[src/rtl/sd_adc_stereo_decimator.sv]
// sd_adc_stereo_decimator
//
// Stereo 1-bit sigma-delta / PWM receiver and decimator. Each channel takes a
// 1-bit pulse stream (comparator front-end or looped-back DAC pin), counts the
// ones in every frame of 2^FRAME_BITS clocks, keeps a boxcar sum over the last
// 2^WINDOW_BITS frame counts and scales that sum to a 16-bit unsigned
// offset-binary PCM sample. Full-scale input saturates to 0xFFFF rather than
// wrapping to 0.
//
// Ports:
//   clk      system clock, all logic on the rising edge
//   reset    synchronous active-high reset
//   d_l/d_r  left/right 1-bit streams, asynchronous to clk
//   q_l/q_r  left/right 16-bit unsigned PCM samples (0x8000 = centre)
//   q_valid  one-cycle strobe, high on the cycle q_l/q_r update
//
// FRAME_BITS + WINDOW_BITS must not exceed 16, and SYNC_STAGES must be 2..4.

module sd_adc_stereo_decimator #(
  parameter int FRAME_BITS  = 5,
  parameter int WINDOW_BITS = 5,
  parameter int SYNC_STAGES = 2
) (
  input  logic        clk,
  input  logic        reset,
  input  logic        d_l,
  input  logic        d_r,
  output logic [15:0] q_l,
  output logic [15:0] q_r,
  output logic        q_valid
);

  localparam int FC_W    = FRAME_BITS + 1;
  localparam int SUM_W   = FRAME_BITS + WINDOW_BITS + 1;
  localparam int DEPTH   = 1 << WINDOW_BITS;
  localparam int SHIFT   = 16 - FRAME_BITS - WINDOW_BITS;
  localparam int PRIME_W = WINDOW_BITS + 1;

  localparam logic [PRIME_W-1:0] PRIME_FULL = PRIME_W'(DEPTH);
  localparam logic [PRIME_W-1:0] PRIME_LAST = PRIME_W'(DEPTH - 1);

  logic [SYNC_STAGES-1:0] sync_l;
  logic [SYNC_STAGES-1:0] sync_r;
  logic                   s_l;
  logic                   s_r;

  logic [FRAME_BITS-1:0]  fcnt;
  logic                   frame_end;
  logic                   win_upd;

  logic [FC_W-1:0]        ones_l;
  logic [FC_W-1:0]        ones_r;
  logic [FC_W-1:0]        fc_l;
  logic [FC_W-1:0]        fc_r;

  logic [FC_W-1:0]        fifo_l [DEPTH];
  logic [FC_W-1:0]        fifo_r [DEPTH];
  logic [WINDOW_BITS-1:0] wptr;

  logic [SUM_W-1:0]       sum_l;
  logic [SUM_W-1:0]       sum_r;
  logic [SUM_W-1:0]       sum_next_l;
  logic [SUM_W-1:0]       sum_next_r;

  logic [PRIME_W-1:0]     prime_cnt;
  logic                   emit;

  // Scales a window sum up to 16 bits. A sum of exactly full scale lands on
  // bit 16, which is clamped to 0xFFFF instead of wrapping to zero.
  function automatic logic [15:0] scale(input logic [SUM_W-1:0] s);
    logic [16:0] wide;
    wide = 17'(s) << SHIFT;
    return wide[16] ? 16'hFFFF : wide[15:0];
  endfunction

  // Plain shift-register synchronisers; the last stage is the only copy of
  // the input that the counters ever see.
  always_ff @(posedge clk) begin
    if (reset) begin
      sync_l <= '0;
      sync_r <= '0;
    end else begin
      sync_l <= {sync_l[SYNC_STAGES-2:0], d_l};
      sync_r <= {sync_r[SYNC_STAGES-2:0], d_r};
    end
  end

  assign s_l = sync_l[SYNC_STAGES-1];
  assign s_r = sync_r[SYNC_STAGES-1];

  // Shared frame counter. The all-ones cycle closes a frame, and win_upd
  // marks the following cycle, where the window absorbs the new count.
  always_ff @(posedge clk) begin
    if (reset) begin
      fcnt    <= '0;
      win_upd <= 1'b0;
    end else begin
      fcnt    <= fcnt + 1'b1;
      win_upd <= frame_end;
    end
  end

  assign frame_end = &fcnt;

  // Per-channel ones counters. On the frame-end cycle the current sample is
  // folded into the captured count so a frame of all ones reads 2^FRAME_BITS.
  always_ff @(posedge clk) begin
    if (reset) begin
      ones_l <= '0;
      ones_r <= '0;
      fc_l   <= '0;
      fc_r   <= '0;
    end else if (frame_end) begin
      fc_l   <= ones_l + {{FRAME_BITS{1'b0}}, s_l};
      fc_r   <= ones_r + {{FRAME_BITS{1'b0}}, s_r};
      ones_l <= '0;
      ones_r <= '0;
    end else begin
      ones_l <= ones_l + {{FRAME_BITS{1'b0}}, s_l};
      ones_r <= ones_r + {{FRAME_BITS{1'b0}}, s_r};
    end
  end

  // The slot at wptr is the oldest frame count; it leaves the running sum on
  // the same update that overwrites it with the newest count. Since the FIFO
  // is cleared to zero, the sum can never go negative.
  assign sum_next_l = sum_l + SUM_W'(fc_l) - SUM_W'(fifo_l[wptr]);
  assign sum_next_r = sum_r + SUM_W'(fc_r) - SUM_W'(fifo_r[wptr]);

  // Output fires on the update that fills the window for the first time and
  // on every update after that.
  assign emit = win_upd && (prime_cnt >= PRIME_LAST);

  // Boxcar window: circular buffer of frame counts, running sums and the
  // priming counter, which saturates once the window has been filled.
  always_ff @(posedge clk) begin
    if (reset) begin
      for (int i = 0; i < DEPTH; i++) begin
        fifo_l[i] <= '0;
        fifo_r[i] <= '0;
      end
      wptr      <= '0;
      sum_l     <= '0;
      sum_r     <= '0;
      prime_cnt <= '0;
    end else if (win_upd) begin
      fifo_l[wptr] <= fc_l;
      fifo_r[wptr] <= fc_r;
      wptr         <= wptr + 1'b1;
      sum_l        <= sum_next_l;
      sum_r        <= sum_next_r;
      if (prime_cnt != PRIME_FULL) begin
        prime_cnt <= prime_cnt + 1'b1;
      end
    end
  end

  // Registered outputs. The sample is scaled from the freshly computed sum so
  // the result appears two clocks after the frame end; before priming, the
  // previous sample is simply held.
  always_ff @(posedge clk) begin
    if (reset) begin
      q_l     <= '0;
      q_r     <= '0;
      q_valid <= 1'b0;
    end else begin
      q_valid <= emit;
      if (emit) begin
        q_l <= scale(sum_next_l);
        q_r <= scale(sum_next_r);
      end
    end
  end

endmodule

[config.mk]
export PLATFORM = sky130hd
export DESIGN_NAME = sd_adc_stereo_decimator
export DESIGN_NICKNAME = d
export VERILOG_FILES = /design/src/rtl/sd_adc_stereo_decimator.sv
export SDC_FILE = /design/constraint.sdc
export NUM_CORES = 1
export LEC_CHECK = 0
export ABC_AREA = 1
export CAP_MARGIN = 0
export CORE_UTILIZATION = 25
export DETAILED_ROUTE_END_ITERATION = 12
export PLACE_DENSITY = 0.4
export SLEW_MARGIN = 10
export SYNTH_ARGS = -nofsm -noshare
export SYNTH_HDL_FRONTEND = slang
export SYNTH_SLANG_ARGS = --single-unit
export TNS_END_PERCENT = 50
[constraint.sdc]
create_clock -name clk -period 3.9 [get_ports clk]
set_input_delay 0.975 -clock clk [delete_from_list [all_inputs] [get_ports clk]]
set_output_delay 0.975 -clock clk [all_outputs]
set_load 0.05 [all_outputs]
==> summary.txt <==
Worst setup path
  – WP data required: 4.42 ns
  – CP peak stage delay: 0.48 ns
  – Worst path cell trace: inv_2 -> buf_12 -> nand3_1 -> nand3_1 -> nand2_1 -> a21oi_2 -> a21oi_1 -> buf_4 -> fa_1 -> inv_1 -> fa_1 -> nand2_1 -> nand3_1 -> nand2_1 -> xor2_1 -> nand2_1 -> o211ai_1 -> inv_1
  – Critical Path AT: 4.19 ns
  – Kind of critical path: reg -> reg
  – CP max stage cell: fa_1
  – CP dominant cell by count: nand2_1
  – Crit. End Element: register
  – Buf/Inv on CP: 5
  – CP Max Fanout: 36
  – Top delay family on crit path: adder cells
  – Startpoint types: register

CTS
  – Post-CTS Hold Fix Bufs: 0
  – Clock transition at path regs: 0.06 ns
  – Clk root buf: clkbuf_16
  – CTS max path bufs: 3
  – Sinks on Clock Net: 479
  – CTS tree: built
  – # H-tree levels: 2
  – Number of buffers created by CTS: 56
  – Skew-Pair Late Insertion Delay: 0.64 ns

GRT
  – Vias in the first global route: 16668
  – Gr usage total: 0.155
  – First-pass GRT wire length: 106000 um
  – Largest net degree at the start of global routing: 73
  – Initial antenna violation count: 2
  – Aggregate global routing overflow: 0

Synthesis
  – Synth Cell Area: 0.0224 mm2
  – Synthesized instance count: 2486
  – Ys Warns: 0
  – Sequential area share after synthesis: 0.599
  – Syn avg cell area: 9.02 um2
  – Count of cell types in the netlist: 30
  – Seq cells post-synth: 479
  – Mapped Nets: 2536

STA
  – Final Cycle Share: 0.943
  – Final Setup Violations: 0
  – Max Slew Vio Count: 0
  – Endpoints failing hold: 0
  – Slew headroom: 0.365
  – Fmax: 272 MHz
  – Slew @ Worst Pin: 0.951 ns
  – Final min period: 3.68 ns
  – Clock Skew: 0.0308 ns

Flow run
  – Max-capacitance violation count: 0

Final layout
  – Nets: 2533
  – Post-route cell area: 0.0261 mm2
  – Filler cell count: 9407
  – Ant. Diodes: 0
  – Layout cells sized above 1: 0.0747
  – Finished Core Util: 0.294
  – Commonest non-fill, non-tap cell in the layout: nand2_1
  – Most frequent cells in the layout: nand2_1 (636), nor2_1 (513), edfxtp_1 (384)
  – Fin cells: 3694
  – Area Overhead vs Synth: 16.4%

Floorplan
  – I/O Pins: 37
  – DIE AREA: 0.0909 mm2
  – Num rows: 109
  – Die height: 301 um
  – Starting Density: 0.253
  – Die width: 301 um
  – Core Region: 0.0886 mm2

Route
  – Via density: 4.55
  – Initial DRC Count: 1028
  – Residual DRC: 0
  – Drt first pass iters: 5
  – Routed WL: 71400 um
  – Total number of vias: 16818
  – WL/cell: 19.3 um
  – Routed Antenna Nets: 0

Power and ir drop
  – VDD IR max: 0.322 mV
  – Pwr per Cell Area: 424 mW/mm2
  – Static Leak: 9.60 nW

Place
  – Hpwl dp: 43900 um
  – PortBufs: 36
  – DP Area: 0.0241 mm2
  – Cell total after placement: 3585
  – Routability Congestion: 0.810

Run status
  – Status: completed

Worst hold path
  – Hold WC Path Type: reg -> reg
## path summary, 6_finish.rpt
check	depth (start not counted)	startpoint	endpoint	slack [ns]
hold / removal	2	sync_r[0]	sync_r[1]	0.40
setup reg to reg	18	register	sum_l[4]	0.22
setup / recovery	18	register	sum_l[4]	0.22
hold reg to reg	2	sync_r[0]	sync_r[1]	0.40
## per-stage QoR
| step | setup slack [ns] | hold WS, ns | TNS, ns | total power, mW |
|---|---|---|---|---|
| after floorplan | 0.990 | 0.388 | 0 | 6.02 |
| after global placement | -0.211 | 0.394 | -1.39 | 6.15 |
| after detailed placement | -0.195 | 0.398 | -1.34 | 6.16 |
| after CTS | 0.0583 | 0.406 | 0 | 11.2 |
| after global routing | -0.0370 | 0.424 | -0.134 | 11.4 |
| final | 0.223 | 0.402 | 0 | 11.1 |
## registers in the layout, indices dropped and copies added (netlist names), 11 cells and up, named ones only
| name | cells |
|---|---|
| fifo_l | 192 |
| fifo_r | 192 |
| q_l | 11 |
| q_r | 11 |
| sum_l | 11 |
| sum_r | 11 |
## worst reg2reg max path, cell delays in order, from the launching register on
cell,delay [ns]
dfxtp_4,0.37
inv_2,0.13
buf_12,0.23
nand3_1,0.17
nand3_1,0.20
nand2_1,0.18
a21oi_2,0.24
a21oi_1,0.10
buf_4,0.16
fa_1,0.48
inv_1,0.06
fa_1,0.44
nand2_1,0.09
nand3_1,0.08
nand2_1,0.09
xor2_1,0.30
nand2_1,0.09
o211ai_1,0.09
inv_1,0.05
## cells by family (layout without fill, tap and decap cells)
kind of cell             Yosys count  after routing  share of synthesized area
adder cells (fa/ha/maj)           46             46                     0.0297
XOR/XNOR                          18             18                    0.00703
AND/OR/NAND/NOR                 1445           1445                      0.260
AO/OA/AOI/OAI                    173            173                     0.0418
flip-flops                       479            479                      0.599
buffers and inverters            325            368                     0.0621
## power by group
part           leakage, nW  internal (mW)  switching [mW]
registers             4.54           5.68          0.0521
logic                 4.23         0.0804           0.230
clock network        0.836           2.82            2.20
## timing repair
item                       in CTS  in global routing
setup endpoints to repair      14                 34
hold endpoints to repair        0                  0
buffers inserted                0                  2
pin swaps                       0                  3
gates cloned                    0                  3
gates resized for setup         2                 28
## synth_stat cells, drive strengths merged
cell type | count | area [um2]
a31oi | 1 | 6.26
o22ai | 12 | 75.1
clkinv | 9 | 33.8
xor2 | 8 | 70.1
nor3 | 9 | 45.0
a21o | 1 | 7.51
o211ai | 4 | 30.0
nand3 | 265 | 1330
o21ai | 33 | 165
o31ai | 17 | 128
clkbuf | 64 | 240
xnor2 | 10 | 87.6
nand3b | 6 | 45.0
nand2 | 638 | 2390
nor2 | 518 | 1970
inv | 138 | 518
edfxtp | 384 | 11500
a21oi | 105 | 526
nand4 | 7 | 43.8
ha | 34 | 425
buf | 114 | 601
and3 | 1 | 6.26
fa | 12 | 240
dfxtp | 95 | 1900
nor4 | 1 | 6.26
## routing by layer
| layer | wire, um | GRT usage |
|---|---|---|
| met1 | 33100 | 0.212 |
| met2 | 33700 | 0.257 |
| met3 | 3090 | 0.0196 |
| met4 | 1480 | 0.0409 |
| met5 | 11 | 0 |
## final cells by class
cell class,instances,area [um2],area share
timing repair buffer,117,1210,0.0463
clock inverter,31,225,0.00863
tap,1165,1460,0.0559
clock buffer,73,1500,0.0573
multi-input combinational,1682,7700,0.295
inverter,147,559,0.0214
sequential,479,13400,0.515
(Power assumes the default switching activity.)
